$ cat config.mk
export PLATFORM = sky130hd
export DESIGN_NAME = nanorv32_prefetch
export DESIGN_NICKNAME = d
export VERILOG_FILES = /design/src/rtl/nanorv32_prefetch_pkg.sv /design/src/rtl/nanorv32_prefetch_fifo.sv /design/src/rtl/nanorv32_prefetch.sv
export SDC_FILE = /design/constraint.sdc
export NUM_CORES = 1
export LEC_CHECK = 0
export CAP_MARGIN = 20
export CORE_UTILIZATION = 37
export CTS_CLUSTER_SIZE = 20
export DETAILED_ROUTE_END_ITERATION = 10
export GPL_ROUTABILITY_DRIVEN = 0
export PLACE_DENSITY = 0.61
export SYNTH_ARGS = -nofsm -noshare
export SYNTH_HDL_FRONTEND = slang
export SYNTH_SLANG_ARGS = --single-unit
$ cat constraint.sdc
create_clock -name clk -period 2.2 [get_ports clk]
set_input_delay 0.55 -clock clk [delete_from_list [all_inputs] [get_ports clk]]
set_output_delay 0.55 -clock clk [all_outputs]
set_load 0.005 [all_outputs]
$ cat src/rtl/nanorv32_prefetch_pkg.sv
// Shared constants for the nanorv32 prefetch unit.
package nanorv32_prefetch_pkg;

  localparam int          NANORV32_INSTR_BYTES    = 4;
  localparam logic [31:0] NANORV32_RESET_PC       = 32'h0000_0000;
  localparam int          NANORV32_PREFETCH_DEPTH = 2;

  // Occupancy counter width able to hold 0..depth inclusive.
  function automatic int lvl_w(input int depth);
    return $clog2(depth) + 1;
  endfunction

endpackage

$ cat src/rtl/nanorv32_prefetch_fifo.sv
// Generic synchronous FIFO with synchronous flush; head is read combinationally.
module nanorv32_prefetch_fifo
  import nanorv32_prefetch_pkg::*;
#(
  parameter int WIDTH = 64,
  parameter int DEPTH = 2
) (
  input  logic                    clk,
  input  logic                    rst_n,
  input  logic                    flush_i,
  input  logic                    push_i,
  input  logic [WIDTH-1:0]        wdata_i,
  input  logic                    pop_i,
  output logic [WIDTH-1:0]        rdata_o,
  output logic [lvl_w(DEPTH)-1:0] level_o,
  output logic                    full_o,
  output logic                    empty_o
);

  localparam int PTR_W = $clog2(DEPTH);
  localparam int LVL_W = lvl_w(DEPTH);

  logic [WIDTH-1:0] mem_q [DEPTH];
  logic [PTR_W-1:0] wr_ptr_q, rd_ptr_q;
  logic [LVL_W-1:0] level_q, level_d;
  logic             do_push, do_pop;

  assign full_o  = (level_q == LVL_W'(DEPTH));
  assign empty_o = (level_q == '0);
  assign level_o = level_q;
  assign rdata_o = mem_q[rd_ptr_q];

  // A push into a full queue is only legal when the head leaves in the same cycle.
  assign do_push = push_i && (!full_o || pop_i);
  assign do_pop  = pop_i && !empty_o;

  always_comb begin
    level_d = level_q;
    if (do_push && !do_pop) level_d = level_q + LVL_W'(1);
    else if (!do_push && do_pop) level_d = level_q - LVL_W'(1);
  end

  always_ff @(posedge clk or negedge rst_n) begin
    if (!rst_n) begin
      wr_ptr_q <= '0;
      rd_ptr_q <= '0;
      level_q  <= '0;
      for (int i = 0; i < DEPTH; i++) mem_q[i] <= '0;
    end else if (flush_i) begin
      wr_ptr_q <= '0;
      rd_ptr_q <= '0;
      level_q  <= '0;
    end else begin
      if (do_push) begin
        mem_q[wr_ptr_q] <= wdata_i;
        wr_ptr_q        <= wr_ptr_q + PTR_W'(1);
      end
      if (do_pop) rd_ptr_q <= rd_ptr_q + PTR_W'(1);
      level_q <= level_d;
    end
  end

endmodule

$ cat src/rtl/nanorv32_prefetch.sv
// nanorv32 instruction prefetch queue with single-cycle redirect.
// Define NANORV32_PREFETCH_BYPASS_EN for a zero-latency path from code memory to decode.
module nanorv32_prefetch
  import nanorv32_prefetch_pkg::*;
#(
  parameter int                ADDR_W   = 32,
  parameter int                DATA_W   = 32,
  parameter int                DEPTH    = NANORV32_PREFETCH_DEPTH,
  parameter logic [ADDR_W-1:0] RESET_PC = ADDR_W'(NANORV32_RESET_PC)
) (
  input  logic                    clk,
  input  logic                    rst_n,
  output logic [ADDR_W-1:0]       cpu_codemem_addr,
  output logic                    cpu_codemem_valid,
  input  logic [DATA_W-1:0]       codemem_cpu_rdata,
  input  logic                    codemem_cpu_ready,
  input  logic                    redirect_valid,
  input  logic [ADDR_W-1:0]       redirect_pc,
  output logic                    fetch_valid,
  output logic [DATA_W-1:0]       fetch_instr,
  output logic [ADDR_W-1:0]       fetch_pc,
  input  logic                    fetch_ready,
  output logic [lvl_w(DEPTH)-1:0] fifo_level
);

  typedef struct packed {
    logic [ADDR_W-1:0] pc;
    logic [DATA_W-1:0] instr;
  } fetch_ent_t;

  logic              run_q;
  logic [ADDR_W-1:0] pc_req_q, pc_req_d;
  fetch_ent_t        wr_ent, head_ent, out_ent, hold_q;
  logic              acc, take;
  logic              fifo_push, fifo_pop, fifo_full, fifo_empty;

  // Request gating uses only registered state, so decode/execute cannot stall it combinationally.
  assign cpu_codemem_valid = run_q && !fifo_full;
  assign cpu_codemem_addr  = pc_req_q;

  assign acc    = cpu_codemem_valid && codemem_cpu_ready && !redirect_valid;
  assign wr_ent = '{pc: pc_req_q, instr: codemem_cpu_rdata};

`ifdef NANORV32_PREFETCH_BYPASS_EN
  logic byp;
  assign byp         = fifo_empty && acc;
  assign fetch_valid = !fifo_empty || byp;
  assign out_ent     = !fifo_empty ? head_ent : (byp ? wr_ent : hold_q);
  assign fifo_push   = acc && !(byp && fetch_ready);
`else
  assign fetch_valid = !fifo_empty;
  assign out_ent     = fifo_empty ? hold_q : head_ent;
  assign fifo_push   = acc;
`endif

  assign take     = fetch_valid && fetch_ready && !redirect_valid;
  assign fifo_pop = take && !fifo_empty;

  assign fetch_pc    = out_ent.pc;
  assign fetch_instr = out_ent.instr;

  always_comb begin
    pc_req_d = pc_req_q;
    if (redirect_valid) pc_req_d = redirect_pc & ~ADDR_W'(3);
    else if (acc) pc_req_d = pc_req_q + ADDR_W'(NANORV32_INSTR_BYTES);
  end

  // hold_q keeps the last presented head visible while the queue is empty.
  always_ff @(posedge clk or negedge rst_n) begin
    if (!rst_n) begin
      run_q    <= 1'b0;
      pc_req_q <= RESET_PC;
      hold_q   <= '0;
    end else begin
      run_q    <= 1'b1;
      pc_req_q <= pc_req_d;
      hold_q   <= out_ent;
    end
  end

  nanorv32_prefetch_fifo #(
    .WIDTH (ADDR_W + DATA_W),
    .DEPTH (DEPTH)
  ) u_fifo (
    .clk     (clk),
    .rst_n   (rst_n),
    .flush_i (redirect_valid),
    .push_i  (fifo_push),
    .wdata_i (wr_ent),
    .pop_i   (fifo_pop),
    .rdata_o (head_ent),
    .level_o (fifo_level),
    .full_o  (fifo_full),
    .empty_o (fifo_empty)
  );

endmodule
* Word-level counts from Yosys, hierarchy flattened
Index checks and enable logic that the tools add are counted.
Operators by class: $lt $le $gt $ge 3, equal/unequal tests 1, reduce and logical (&&, ||, !) cells 23, multiplexer cells 16, bitwise operators 3, add/subtract/negate cells 5
Operator list (number):
- 64-bit two-way mux | 5
- 128-bit bitwise mux | 1
- 64-bit demux with 1-bit select | 1
- 32-bit two-way mux | 2
- 32-bit by 3-bit adder with 32-bit output, second input constant | 1
- 1-bit logical AND | 11
- 2-bit two-way mux | 3
- 2-bit nonzero test | 3
- 1-bit logical NOT | 5
- 2-bit >= comparator, second input constant | 2
- 1-bit two-way mux | 4
- 1-bit NOT with 2-bit output | 2
- 3-bit nonzero test | 1
- 1-bit adder, second input constant | 2
- 2-bit by 1-bit adder with 2-bit output, second input constant | 1
- 2-bit equality test, second input constant | 1
- 2-bit logical NOT | 1
- 2-bit by 1-bit less-than comparator with 1-bit output, second input constant | 1
- 2-bit AND reduction | 1
- 2-bit by 1-bit subtractor with 2-bit output, second input constant | 1
- 1-bit logical OR | 1
- 1-bit NOT | 1
Word-level totals: output and inout port bits 100, register bits after elaboration 229, bits of input ports 69, word-level logic and storage cells 60

* Depth between registers and ports, before layout
depth after elaboration 12, depth in mapped cells 7, gate-level depth less buffers 5

* Hierarchy
A second synthesis with hierarchy kept.
Unflattened totals: cell total of the unflattened synthesis 701, area, all modules 10126.0 µm²
By module, submodules not included:
- nanorv32_prefetch_fifo | sequential area each 3303.2 µm², area an instance 5911.9 µm², cells an instance 365, instances 1
- nanorv32_prefetch | sequential area each 2377.3 µm², area an instance 4214.0 µm², cells an instance 336, instances 1

* Worst setup path after synthesis
No wires, ideal clock.
kind reg2out, start point reg u_fifo.level_q[0], in the netlist u_fifo.level_o[0], end point out fetch_instr[21], cell stages (with the launch flop) 6, data arrival time 1.503 ns, buffers on the path 2, required time 1.650 ns, path slack 0.147 ns, cell sequence dfrtp_1 nor2_1 clkbuf_1 clkbuf_1 nand2_1 o21ai_0
On the way: cells in the longest elaborated chain, start to end 2
RTL lines:
- start, declared | RTL line nanorv32_prefetch_fifo.sv:25 | logic [LVL_W-1:0] level_q, level_d;
- start signal, assigned | RTL line nanorv32_prefetch_fifo.sv:59 | level_q <= level_d;
- 2-bit logical NOT | RTL line nanorv32_prefetch_fifo.sv:29 | assign empty_o = (level_q == '0);
- 64-bit two-way mux | RTL line nanorv32_prefetch.sv:52 | assign out_ent = fifo_empty ? hold_q : head_ent;
- end, declared | RTL line nanorv32_prefetch.sv:20 | output logic [DATA_W-1:0] fetch_instr,
No other way between the ends.

* Worst setup path in the final report
start point reg u_fifo.rd_ptr_q, end point out fetch_pc[30]
On the way: cells in the longest elaborated chain, start to end 5
RTL lines:
- start, declared | RTL line nanorv32_prefetch_fifo.sv:24 | logic [PTR_W-1:0] wr_ptr_q, rd_ptr_q;
- start signal, assigned | RTL line nanorv32_prefetch_fifo.sv:58 | if (do_pop) rd_ptr_q <= rd_ptr_q + PTR_W'(1);
- 1-bit NOT with 2-bit output (not written as such) | RTL line nanorv32_prefetch_fifo.sv:31 | assign rdata_o = mem_q[rd_ptr_q];
- 64-bit two-way mux (not written as such) (3 in series) | RTL line nanorv32_prefetch_fifo.sv:31
- 64-bit two-way mux | RTL line nanorv32_prefetch.sv:52
- end, declared | RTL line nanorv32_prefetch.sv:21 | output logic [ADDR_W-1:0] fetch_pc,
No other way between the ends. The select of a mux whose other input is x is not followed.

==> metrics.yaml <==
logic_synthesis:
  post_synth_fa_ha_maj_area_fraction: 0.001295
  synthesis.instances: 801
  synth-seq-cells: 223
  netlist_area_sq_um: 9661
  yosys_warnings: 0
  synthMuxAreaShare: 0.2109
  synth_flop_cell: "dfrtp_1"
  synth-compound-area-share: 0.06916
  synth.avg_cell_area_sq_um: 12.06
  synthSimpleGateAreaFrac: 0.1045
  ys_async_sr_fraction: 1.000
  synth_edf_count: 0
  yosysUniqueCellTypes: 45
  yosysSeqAreaShare: 0.5776
  synth_xor_area_frac: 0.008160
  synth_top_family_by_area: "multiplexers"
power_and_ir_drop:
  power_switching_uw: 4150
  sequentialPowerShare: 0.404
  power.density_nw_per_um2: 975.5
  sw_frac_of_total: 0.2828
  irDropWorstVdd_v: 0.0005915
  clkPwrFrac: 0.286
  combPwrFrac: 0.310
  p_leak_uw: 0.006553
  p_int_uw: 10530
drt:
  drt_iter0_drc: 388
  vias: 7568
  first_pass_iters: 4
  via_per_inst: 5.180
  drc: 0
  detail-route-antenna-nets: 0
  wl_per_cell_um: 19.74
  drt-total-wl_um: 28850
timing:
  setup-violations-final: 65
  tightest_slew_ps: 552.4
  hold_slack_ps: -20.44
  fin_ws_ps: -214.0
  drv_slew: 0
  fmax_mhz: 414.2
  rsz0062_at_grt: "true"
  skew_ps: 7.598
  setup_tns_ps: -8814
  fin_crit_sh: 1.097
  relSlewSlack: 0.6317
  hold_viol: 8
  period_needed_ps: 2414
placement:
  dp_cells: 1299
  port_buffers: 164
  place_hpwl_um: 15930
  place_ws_ps: -123.1
  place_area_sq_um: 12190
setup_path:
  path_class: "reg -> out"
  arrival_ps: 1860
  critPathMaxFanout: 8
  reg2reg_depth: 14
  start_kind: "register"
  r2r_slack_ps: -100
  crit_path_start: "u_fifo.rd_ptr_q"
  reg2reg_from: "u_fifo.rd_ptr_q"
  end_kind: "output pin"
  cp_data_required_time_ps: 1650
floorplan:
  ios: 169
  core_area_sq_um: 25400
  rows: 58
  fp.dieH_um: 163.6
  chipWidth_um: 163.6
  start_util: 0.3803
  fp.dieArea_sq_um: 26760
clocking:
  cts_tree: "yes"
  clk_latency_ps: 510
  hold_buffers: 0
  ctsRootBufferMaster: "clkbuf_16"
  clock-sinks: 223
  clock_path_buffers: 3
  htreeDepth: 1
  numCtsBuffers: 25
  path_clk_slew_ps: 60
final_layout:
  postLayoutCoreUtil: 0.5924
  final_cell_mix: "dfrtp_1 (218), mux2_2 (124), clkdlybuf4s50_1 (96)"
  postLayoutCellArea_sq_um: 15050
  final_common_cell: "dfrtp_1"
  register_area_sq_um: 5589
  fillers: 2029
  nets: 1182
  drive_gt1_frac: 0.4752
  finalNonFillerCells: 1461
  multi_input_area_sq_um: 4542
  area_growth_pct: 55.74
status:
  violations: "hold timing, setup timing"
  status: "finished with violations"
grt:
  grt_overflow: 0
  first_global_vias: 7599
  grt_pass1_wl_um: 43370
  grt_usage: 0.2100
  antenna_found_initial: 1
  grt_start_max_net_pins: 62
worst_hold_path:
  min_path_type: "in -> async"
job:
  drv_cap: 0
==> final timing paths <==
| check | endpoint |
|---|---|
| worst max-delay path | fetch_pc[30] |
| worst max register to register | hold_q[62] |
| max in group asynchronous | hold_q[14] |
| min in group clk | cpu_codemem_addr[10] |
| worst min register to register | hold_q[49] |
| worst min-delay path | u_fifo.mem_q[69] |
==> critical path, cell delays in order, from the launching register on <==
cell and delay, ps:
dfrtp_4 500, buf_12 180, buf_16 160, mux2i_4 190, o21ai_4 180, buf_6 130
==> metrics by stage <==
stage	power, uW	hold slack, ps
after floorplan	7119	254.4
after CTS	14240	5.467
after detailed placement	8859	467.2
after global routing	15420	16.05
after global placement	8754	464.5
final	14680	-20.44
==> kinds of logic (layout without fill, tap and decap cells) <==
group,after synthesis,after routing
DFF,223,223
and+or+nand+nor,202,202
muxes,188,188
AOI/OAI and AO/OA,112,112
buffers and inverters,64,392
xor gates and xnor gates,9,9
other,2,4
adders and majority gates,1,1
==> Yosys cell counts, types with 3 or more instances <==
cell type	number	area share
nand4_1	17	0.011
clkbuf_1	35	0.014
o21ai_0	70	0.036
mux2i_1	64	0.066
xor2_1	4	0.0036
nor2b_1	9	0.0058
o31ai_1	11	0.0085
buf_2	15	0.0078
nor4_1	4	0.0026
xnor2_1	5	0.0045
o211ai_1	10	0.0078
nor2_1	12	0.0047
nand2_1	89	0.035
inv_1	4	0.0016
nand3_1	30	0.016
a31oi_1	4	0.0026
mux2_2	124	0.14
or4_1	13	0.010
a22oi_1	9	0.0070
and2_1	6	0.0039
and4_1	3	0.0027
buf_1	6	0.0023
nor3_1	5	0.0026
dfrtp_1	223	0.58
and3_1	4	0.0026
==> layout make-up <==
cell class | instances | area share
Sequential cell | 223 | 0.3715
Multi-Input combinational cell | 515 | 0.3019
Timing Repair Buffer | 341 | 0.2423
Clock buffer | 39 | 0.04973
Tap cell | 330 | 0.02744
Clock inverter | 6 | 0.005322
Inverter | 6 | 0.001663
Antenna cell | 1 | 0.0001663
==> power by group through the flow <==
stage	clock (uW)	sequential, uW	combinational, uW
2_1_floorplan	0	5660	1460
3_3_place_gp	0	5750	3010
3_5_place_dp	0	5800	3060
4_1_cts	4290	5830	4130
5_1_grt	4450	6060	4910
6_report	4200	5930	4550
==> state kept, by name, indices dropped and copies added (netlist names) <==
signal,count
cpu_codemem_addr,30
hold_q,64
run_q,1
u_fifo.level_o,2
u_fifo.mem_q,124
u_fifo.rd_ptr_q,1
u_fifo.wr_ptr_q,1
==> layer usage <==
layer / vias up / part of all wire / track usage
met5: - / 0 / 0
met2: 188 / 0.48 / 0.3392
met1: 3818 / 0.45 / 0.2945
li1: 3522 / - / -
met4: 0 / 0.015 / 0.04461
met3: 40 / 0.054 / 0.03682
==> timing repair <==
| action | 4_1_cts | 5_1_grt |
|---|---|---|
| pin swaps | 40 | 25 |
| buffers inserted | 82 | 26 |
| cloned | 15 | 7 |
| setup endpoints to repair | 67 | 75 |
| endpoints found under the hold margin | 0 | 0 |
| resized for setup | 524 | 75 |
Power figures use the tool's default switching activity.
